**src/rtl/addsub_accumulator_pkg.sv**
```systemverilog
// Shared definitions for the add/subtract accumulator: datapath width,
// command encodings and FSM state encodings.
package addsub_accumulator_pkg;

  // Operand and accumulator width; the datapath is built for 4 bits only.
  localparam int WIDTH = 4;

  // Command encodings carried on in_op.
  typedef logic [1:0] op_t;
  localparam op_t OP_LOAD  = 2'b00;
  localparam op_t OP_ADD   = 2'b01;
  localparam op_t OP_SUB   = 2'b10;
  localparam op_t OP_CLEAR = 2'b11;

  // Controller states.
  typedef logic [1:0] state_t;
  localparam state_t ST_IDLE = 2'd0;
  localparam state_t ST_EXEC = 2'd1;
  localparam state_t ST_DONE = 2'd2;

endpackage : addsub_accumulator_pkg

```
**src/rtl/addsub4_core.sv**
```systemverilog
// Combinational ripple-carry adder/subtractor. Subtraction is performed as
// A + ~B + 1, so the carry-out reads as "no borrow" for subtracts.
module addsub4_core
  import addsub_accumulator_pkg::*;
(
  input  logic [WIDTH-1:0] i_a,
  input  logic [WIDTH-1:0] i_b,
  input  logic             i_subtract,
  output logic [WIDTH:0]   o_sum
);

  logic [WIDTH-1:0] w_bx;
  logic [WIDTH-1:0] w_s;
  logic [WIDTH:0]   w_c;

  // Ripple the carry from bit 0 upward; the subtract flag doubles as carry-in.
  always_comb begin
    // NOTE: every combinational output gets a default first so no path leaves it unassigned (no latch).
    w_bx   = '0;
    w_s    = '0;
    w_c    = '0;
    w_c[0] = i_subtract;
    for (int i = 0; i < WIDTH; i++) begin
      w_bx[i]  = i_b[i] ^ i_subtract;
      w_s[i]   = i_a[i] ^ w_bx[i] ^ w_c[i];
      w_c[i+1] = (i_a[i] & w_bx[i]) | (w_c[i] & (i_a[i] ^ w_bx[i]));
    end
  end

  assign o_sum = {w_c[WIDTH], w_s};

endmodule : addsub4_core

```
**src/rtl/addsub_accumulator.sv**
```systemverilog
// Handshaked accumulator: accepts one command in IDLE, executes it against
// the accumulator in EXEC, and holds the registered result in DONE until the
// consumer takes it. All outputs come from registers.
module addsub_accumulator #(
  parameter int WIDTH = 4  // only 4 is supported
) (
  input  logic             clk,
  input  logic             rst,
  input  logic             in_valid,
  output logic             in_ready,
  input  logic [1:0]       in_op,
  input  logic [WIDTH-1:0] in_data,
  output logic             out_valid,
  input  logic             out_ready,
  output logic [WIDTH:0]   result,
  output logic [WIDTH-1:0] acc,
  output logic             carry,
  output logic             overflow,
  output logic             zero
);

  import addsub_accumulator_pkg::*;

  state_t           r_state;
  op_t              r_op;
  logic [WIDTH-1:0] r_operand;
  logic [WIDTH-1:0] r_acc;
  logic [WIDTH:0]   r_result;
  logic             r_overflow;
  logic             r_zero;

  logic             w_sub;
  logic [WIDTH:0]   w_sum;
  logic             w_bx_msb;
  logic             w_ovf;

  assign w_sub = (r_op == OP_SUB);

  addsub4_core u_core (
    .i_a        (r_acc),
    .i_b        (r_operand),
    .i_subtract (w_sub),
    .o_sum      (w_sum)
  );

  // Signed overflow: operands (after subtract inversion) agree in sign but
  // the 4-bit sum's sign differs from A.
  assign w_bx_msb = r_operand[WIDTH-1] ^ w_sub;
  assign w_ovf    = (r_acc[WIDTH-1] == w_bx_msb) & (w_sum[WIDTH-1] != r_acc[WIDTH-1]);

  // Controller and result registers; acc only moves on the EXEC -> DONE edge.
  always_ff @(posedge clk) begin
    // NOTE: sequential state uses non-blocking assignments so every register samples pre-edge values.
    if (rst) begin
      // NOTE: every register, including the captured command, is reset so no X ever reaches an output.
      r_state    <= ST_IDLE;
      r_op       <= OP_LOAD;
      r_operand  <= '0;
      r_acc      <= '0;
      r_result   <= '0;
      r_overflow <= 1'b0;
      r_zero     <= 1'b1;
    end else begin
      case (r_state)
        ST_IDLE: begin
          if (in_valid) begin
            r_op      <= in_op;
            r_operand <= in_data;
            r_state   <= ST_EXEC;
          end
        end
        ST_EXEC: begin
          case (r_op)
            OP_LOAD: begin
              r_acc      <= r_operand;
              r_result   <= {1'b0, r_operand};
              r_overflow <= 1'b0;
              r_zero     <= (r_operand == '0);
            end
            OP_ADD, OP_SUB: begin
              r_acc      <= w_sum[WIDTH-1:0];
              r_result   <= w_sum;
              r_overflow <= w_ovf;
              r_zero     <= (w_sum[WIDTH-1:0] == '0);
            end
            default: begin  // OP_CLEAR
              r_acc      <= '0;
              r_result   <= '0;
              r_overflow <= 1'b0;
              r_zero     <= 1'b1;
            end
          endcase
          r_state <= ST_DONE;
        end
        ST_DONE: begin
          if (out_ready) begin
            r_state <= ST_IDLE;
          end
        end
        default: r_state <= ST_IDLE;
      endcase
    end
  end

  assign in_ready  = (r_state == ST_IDLE);
  assign out_valid = (r_state == ST_DONE);
  assign result    = r_result;
  assign acc       = r_acc;
  assign carry     = r_result[WIDTH];
  assign overflow  = r_overflow;
  assign zero      = r_zero;

endmodule : addsub_accumulator

```
**config.mk**
```make
export PLATFORM = sky130hd
export DESIGN_NAME = addsub_accumulator
export DESIGN_NICKNAME = d
export VERILOG_FILES = /design/src/rtl/addsub_accumulator_pkg.sv /design/src/rtl/addsub4_core.sv /design/src/rtl/addsub_accumulator.sv
export SDC_FILE = /design/constraint.sdc
export NUM_CORES = 1
export LEC_CHECK = 0
export BUFFER_PORTS_ARGS = -buffer_cell sky130_fd_sc_hd__buf_2
export CAP_MARGIN = 20
export CELL_PAD_IN_SITES_DETAIL_PLACEMENT = 1
export CELL_PAD_IN_SITES_GLOBAL_PLACEMENT = 1
export CORE_ASPECT_RATIO = 0.7
export CORE_MARGIN = 2
export CORE_UTILIZATION = 30
export CTS_CLUSTER_DIAMETER = 200
export DETAILED_ROUTE_END_ITERATION = 7
export GPL_ROUTABILITY_DRIVEN = 1
export PLACE_DENSITY = 0.7
export SLEW_MARGIN = 20
export SYNTH_ARGS = -nofsm -noshare
export SYNTH_HDL_FRONTEND = slang
export SYNTH_SLANG_ARGS = --single-unit
```
**constraint.sdc**
```tcl
create_clock -name clk -period 2.6 [get_ports clk]
set_input_delay 0.52 -clock clk [delete_from_list [all_inputs] [get_ports clk]]
set_output_delay 0.52 -clock clk [all_outputs]
set_load 0.05 [all_outputs]
```
**Word level (Yosys, flattened, before mapping)**

Cells that the tools add are included.

- Flip-flop bits (word level): 19
- Input bits: 10
- Logic and storage cells: 54
- Output and inout bits: 14

- Eq/ne operators: 8
- Reduce and logical (&&, ||, !) cells: 7
- Muxes and demuxes: 7
- Bitwise operators: 25

Operators with widths:

| kind | count |
|---|---|
| $xor A1 B1 Y1 | 12 |
| $pmux W5 S2 | 1 |
| $and A1 B1 Y1 | 9 |
| $logic_not A4 Y1 | 2 |
| $pmux W4 S2 | 1 |
| $pmux W2 S3 | 1 |
| $eq A2 B1 Y1 const B | 2 |
| $eq A2 B2 Y1 const B | 2 |
| $logic_not A2 Y1 | 2 |
| $mux W2 | 2 |
| $or A1 B1 Y1 | 4 |
| $reduce_and A2 Y1 | 2 |
| $ne A2 B1 Y1 const B | 1 |
| $ne A2 B2 Y1 const B | 1 |
| $pmux W1 S2 | 1 |
| $reduce_or A2 Y1 | 1 |
| $eq A1 B1 Y1 | 1 |
| $mux W1 | 1 |
| $ne A1 B1 Y1 | 1 |

**Depth between registers and ports, before layout**

- Word-level depth: 13
- Depth in mapped cells: 10
- Gate-level depth less buffers: 10

**Cells and area by module**

From an unflattened synthesis, not the netlist that was laid out.

- Cells, all modules: 92
- Area, all modules: 873.3 um2

Modules (own cells, without submodules):

| module | cells each | area an instance (um2) | seq. area each (um2) | instances |
|---|---|---|---|---|
| addsub_accumulator | 79 | 749.5 | 300.3 | 1 |
| addsub4_core | 13 | 123.9 | 0.0 | 1 |

**Worst setup path before layout**

OpenSTA, ideal clock, no wires.

- Kind: register to register
- Start point: reg r_acc[0], in the netlist acc[0]
- End point: reg r_result[3], in the netlist result[3]
- Library setup time: 0.132 ns
- Clock period less this slack: 2.412 ns
- Path buffers: 0
- Path slack: 0.188 ns
- Cell stages (with the launch flop): 9
- Required time: 2.468 ns
- Data arrival time: 2.280 ns
- Cells stage by stage: dfxtp_1 mux2i_1 fa_1 inv_1 fa_1 fa_1 a22o_1 nand3_1 a21oi_1

- Cells in the longest elaborated chain, start to end: 9
- Elaborated cells between the ends (all ways): 10
- Those cells by class: 1 x mux; 9 x bitwise

Ends and longest elaborated chain:

| item | RTL line | text |
|---|---|---|
| start: declaration | addsub_accumulator.sv:27 | `logic [WIDTH-1:0] r_acc;` |
| start signal: assignment | addsub_accumulator.sv:75 | `r_acc <= r_operand;` |
| start signal: assignment | addsub_accumulator.sv:81 | `r_acc <= w_sum[WIDTH-1:0];` |
| $xor A1 B1 Y1 | addsub4_core.sv:26 | `w_c[i+1] = (i_a[i] & w_bx[i]) \| (w_c[i] & (i_a[i] ^ w_bx[i]));` |
| $and A1 B1 Y1 | addsub4_core.sv:26 |  |
| $or A1 B1 Y1 * | addsub4_core.sv:26 |  |
| $and A1 B1 Y1 * | addsub4_core.sv:26 |  |
| $or A1 B1 Y1 * | addsub4_core.sv:26 |  |
| $and A1 B1 Y1 * | addsub4_core.sv:26 |  |
| $or A1 B1 Y1 * | addsub4_core.sv:26 |  |
| $xor A1 B1 Y1 * | addsub4_core.sv:25 | `w_s[i] = i_a[i] ^ w_bx[i] ^ w_c[i];` |
| $pmux W5 S2 * | addsub_accumulator.sv:73 | `case (r_op)` |
| end signal: assignment | addsub_accumulator.sv:76 | `r_result <= {1'b0, r_operand};` |
| end signal: assignment | addsub_accumulator.sv:82 | `r_result <= w_sum;` |
| end: declaration | addsub_accumulator.sv:28 | `logic [WIDTH:0] r_result;` |

Mark *: on every way between the ends. The rest lies on a longest branch, timed or not.
A chain may end at the register's enable or synchronous reset.

**Worst setup path in the final report**

- Start point: reg r_op[0]
- End point: reg r_overflow, in the netlist overflow

- Cells in the longest elaborated chain, start to end: 13
- Elaborated cells between the ends (all ways): 25
- Those cells by class: 4 x eq/ne; 1 x mux; 19 x bitwise; 1 x reduce/logical

Ends and longest elaborated chain:

| item | RTL line | text |
|---|---|---|
| start: declaration | addsub_accumulator.sv:25 | `op_t r_op;` |
| start signal: assignment | addsub_accumulator.sv:67 | `r_op <= in_op;` |
| $eq A2 B2 Y1 | addsub_accumulator.sv:37, addsub_accumulator.sv:73 |  |
| $xor A1 B1 Y1 | addsub4_core.sv:24 | `w_bx[i] = i_b[i] ^ i_subtract;` |
| $xor A1 B1 Y1 | addsub4_core.sv:26 |  |
| $and A1 B1 Y1 | addsub4_core.sv:26 |  |
| $or A1 B1 Y1 | addsub4_core.sv:26 |  |
| $and A1 B1 Y1 | addsub4_core.sv:26 |  |
| $or A1 B1 Y1 | addsub4_core.sv:26 |  |
| $and A1 B1 Y1 | addsub4_core.sv:26 |  |
| $or A1 B1 Y1 | addsub4_core.sv:26 |  |
| $xor A1 B1 Y1 | addsub4_core.sv:25 |  |
| $ne A1 B1 Y1 | addsub_accumulator.sv:49 | `assign w_ovf = (r_acc[WIDTH-1] == w_bx_msb) & (w_sum[WIDTH-1] != r_acc[WIDTH-1]);` |
| $and A1 B1 Y1 | addsub_accumulator.sv:49 |  |
| $mux W1 * | addsub_accumulator.sv:73 |  |
| end signal: assignment | addsub_accumulator.sv:83 | `r_overflow <= w_ovf;` |
| end: declaration | addsub_accumulator.sv:29 | `logic r_overflow;` |

Marked as above.

==> out/qor.txt <==
Number of hold-slack violations in the final timing report = 0
CP startpoint kind = flop
Sum of net half-perimeters after detailed placement = 1424 um
Highest clock rate = 407.6 MHz
Pin count of the biggest net entering global routing = 17
Final critical delay including setup and external delays = 2.453 ns
Placed insts = 143
WL per Instance = 13.37 um
Worst Hold Depth = 2
Fraction of layout instances using a drive strength above 1 = 33.93%
Die ar. = 3321 um^2
Clock tree from TritonCTS = built
Remaining antenna violation count = 0
Synth Flop Type = sky130_fd_sc_hd__dfxtp_1
Critical Setup Path Class = reg2reg
Capture instance of the worst register-to-register path = overflow$_SDFFE_PP0N_
Insertion delay of the later-clocked pin in the worst-skew pair = 0.25 ns
Switching share of total power = 31.70%
Maximum fanout count along the critical path = 4
Sink Count = 15
Die Span Y = 48.82 um
Number of synthesized register bits = 15
Post-synth EDFFs = 0
Number of instances in the synthesized netlist = 92
Max rail drop VDD = 0.2625 mV
Slowest library cell on the worst path = sky130_fd_sc_hd__fa_1
Worst-Margin Slew = 0.3560 ns
Final layout net count = 130
Setup repair after global routing missed its margin = no
Worst R2R Setup Slack = 0.15 ns
Number of synthesis warnings = 0
Seq/Total Area, Yosys = 34.88%
Path depth of the worst reg2reg path = 10
Crit. End Element = flop
Start point of the worst hold path = overflow$_SDFFE_PP0N_
Data required time of the critical path = 2.78 ns
Headroom to the max-slew limit = 76.26%
Post-place setup slack = 0.01748 ns
Critical Path, Cell by Cell = inv_2 -> ha_4 -> xnor2_4 -> fa_2 -> inv_1 -> fa_2 -> fa_1 -> xor2_1 -> nand4b_1 -> a21oi_1
Final-layout setup total negative slack = 0 ns
Beginning of the critical path = r_op[0]$_SDFFE_PP0P_
Post-route total power = 0.5964 mW
Share of the cycle needed by the critical path after routing = 94.35%
Final GP Congestion = 0.7489
I/O Buffers = 23
Critical register-to-register path startpoint = r_op[0]$_SDFFE_PP0P_
Synthesized Nets = 109
Initial antenna violation count = 0
Filler cell count in the final layout = 338
Total wire length after detailed routing = 1979 um
Part of the power in combinational logic = 24.0%
Number of H-tree branching levels = 1
Clock skew = 0.002417 ns
Register cell area after layout = 302.8 um^2
Delay of the slowest cell on the worst path = 0.61 ns
Starting DRC count in detailed routing = 22
Area fraction of the dominant cell type after synthesis = 34.88%
Setup ws final = 0.1468 ns
Root buffer cell = sky130_fd_sc_hd__clkbuf_8
Global-route wire length before repair = 3229 um
Synthesis-to-layout area growth = 22.38%
Detailed-router iteration count before antenna repair = 3
Switching Power = 0.1891 mW
Via count of the first global-routing pass = 677
Ranking of synthesized cells by area = sky130_fd_sc_hd__dfxtp_1 35%, sky130_fd_sc_hd__mux2i_1 8.1%, sky130_fd_sc_hd__fa_1 7.0%, sky130_fd_sc_hd__ha_1 5.8%, sky130_fd_sc_hd__buf_4 5.2%
Synth cell count leaders = 15 x sky130_fd_sc_hd__dfxtp_1, 8 x sky130_fd_sc_hd__nor2_1, 7 x sky130_fd_sc_hd__mux2i_1
Clock buffer depth = 2
Proportion of synthesized flip-flops having asynchronous set or reset = 0%
Via count normalized by instance count = 4.784
Cell repeated most along the worst path = sky130_fd_sc_hd__fa_2
Top-level I/O count = 24
Largest delay contributor family on the critical path = adder cells
Max-cap violation count = 0
Number of buffers added by the clock tree synthesis step = 3
Status = complete, no violations
Pwr/cell area = 566.1 nW/um^2
Distinct cell type count of the synthesized netlist = 29
Clock network fraction of total power = 32.6%
Path class of the lowest-slack min-delay path = reg2reg
Most numerous cell in the Yosys netlist = sky130_fd_sc_hd__dfxtp_1
Number of buffers inserted by hold repair at cts = 0
Worst path buffer plus inverter count = 2
Sequential Power Share = 43.4%
Floorplan die width = 68.03 um
Number of pins with negative max-slew slack in the final report = 0
Count of endpoints failing setup in the final report = 0
Count of standard-cell rows = 16
Count of inserted antenna diode cells = 0
Total global routing track utilization = 13.08%
Area occupied by multi-input gates = 510.5 um^2
Smallest hold slack = 0.4631 ns
Gr ovfl total = 0
Hold endpoint = overflow$_SDFFE_PP0N_
Cell Int Power = 0.4073 mW
CTS clk-pin slew, worst paths = 0.06 ns
Initial core utilization = 31.16%
Biggest area consumer among synthesized cells = sky130_fd_sc_hd__dfxtp_1
P_leak = 0.4633 nW
Cell Area, Synth = 860.8 um^2
Avg Synthesized Cell Area = 9.357 um^2
Total number of vias = 708
Count of non-filler cells in the finished layout = 148
DR DRC count = 0
Core Footprint = 2763 um^2
Endpoint arrival time on the critical path = 2.64 ns
==> per-stage QoR <==
step | instance area, um^2 | utilization, %
final | 1054 | 38.13
after global routing | 1054 | 38.13
after CTS | 1011 | 36.59
after detailed placement | 957.2 | 34.65
after global placement | 957.2 | 34.65
after floorplan | 860.8 | -
==> cell type report <==
class	instances	share of cell area [%]
Sequential cell	15	28.74
Multi-Input combinational cell	63	48.46
Clock inverter	1	0.4751
Tap cell	36	4.276
Clock buffer	3	3.919
Inverter	5	1.781
Timing Repair Buffer	25	12.35
==> kinds of logic after synthesis <==
kind of cell | share of synthesized area (%)
buffers and inverters | 10.46
and+or+nand+nor | 17.88
AOI/OAI and AO/OA | 10.76
DFF | 34.88
muxes | 8.140
adders and majority gates | 12.79
xor gates and xnor gates | 5.088
==> sequential cells by signal, summed over array words and instances (netlist names) <==
register	count
r_operand	4
acc	3
overflow	1
zero	1
r_op	2
result	2
r_state	2
==> worst min-delay path: cells and delay by family (launching register included) <==
family	cells	cell delay [ns]
compound gates	1	0.06
flops	1	0.31
simple gates	1	0.05
==> routing by layer <==
layer  routed length (um)  share of wire, %  vias to the layer above  track usage (%)
li1                     -                 -                      346                -
met1                  992                50                      339            18.97
met2                  841                42                       23            18.28
met3                  144               7.3                        0            5.543
met4                    0                 0                        0            2.000
met5                    0                 0                        -                0
==> worst max-delay path by stage <==
stage | end | slack [ns] | cells past startpoint
final | overflow$_SDFFE_PP0N_ | 0.15 | 10
after global routing | overflow$_SDFFE_PP0N_ | 0.007 | 8
after CTS | overflow$_SDFFE_PP0N_ | 0.03 | 10
after detailed placement | overflow$_SDFFE_PP0N_ | 0.02 | 10
after global placement | overflow$_SDFFE_PP0N_ | 0.13 | 10
after floorplan | result[3]$_SDFFE_PP0N_ | 0.19 | 8
==> power by group through the flow <==
stage,combinational [mW],clock (mW),sequential (mW)
floorplan,0.0977,0,0.268
global placement,0.128,0,0.260
detailed placement,0.132,0,0.261
CTS,0.134,0.203,0.256
global route,0.159,0.213,0.261
finish,0.143,0.194,0.259
==> layout by cell type (no fill, tap or decap), types with 3 or more instances in the layout <==
| master | synthesis | layout |
|---|---|---|
| sky130_fd_sc_hd__xor2_1 | 3 | 3 |
| sky130_fd_sc_hd__a21oi_1 | 6 | 6 |
| sky130_fd_sc_hd__dfxtp_1 | 15 | 13 |
| sky130_fd_sc_hd__nor2b_1 | 3 | 3 |
| sky130_fd_sc_hd__nand3_1 | 3 | 3 |
| sky130_fd_sc_hd__nand2b_1 | 3 | 3 |
| sky130_fd_sc_hd__nand2_1 | 6 | 6 |
| sky130_fd_sc_hd__ha_1 | 4 | 3 |
| sky130_fd_sc_hd__mux2i_1 | 7 | 6 |
| sky130_fd_sc_hd__buf_2 | 0 | 23 |
| sky130_fd_sc_hd__inv_1 | 5 | 4 |
| sky130_fd_sc_hd__nor2_1 | 8 | 8 |
| sky130_fd_sc_hd__clkbuf_8 | 0 | 3 |
==> repair_timing <==
action | CTS | global route
setup endpoints to repair | 1 | 3
pin swaps | 0 | 5
buffers inserted | 0 | 1
resized for setup | 1 | 9
(Power assumes the default switching activity.)
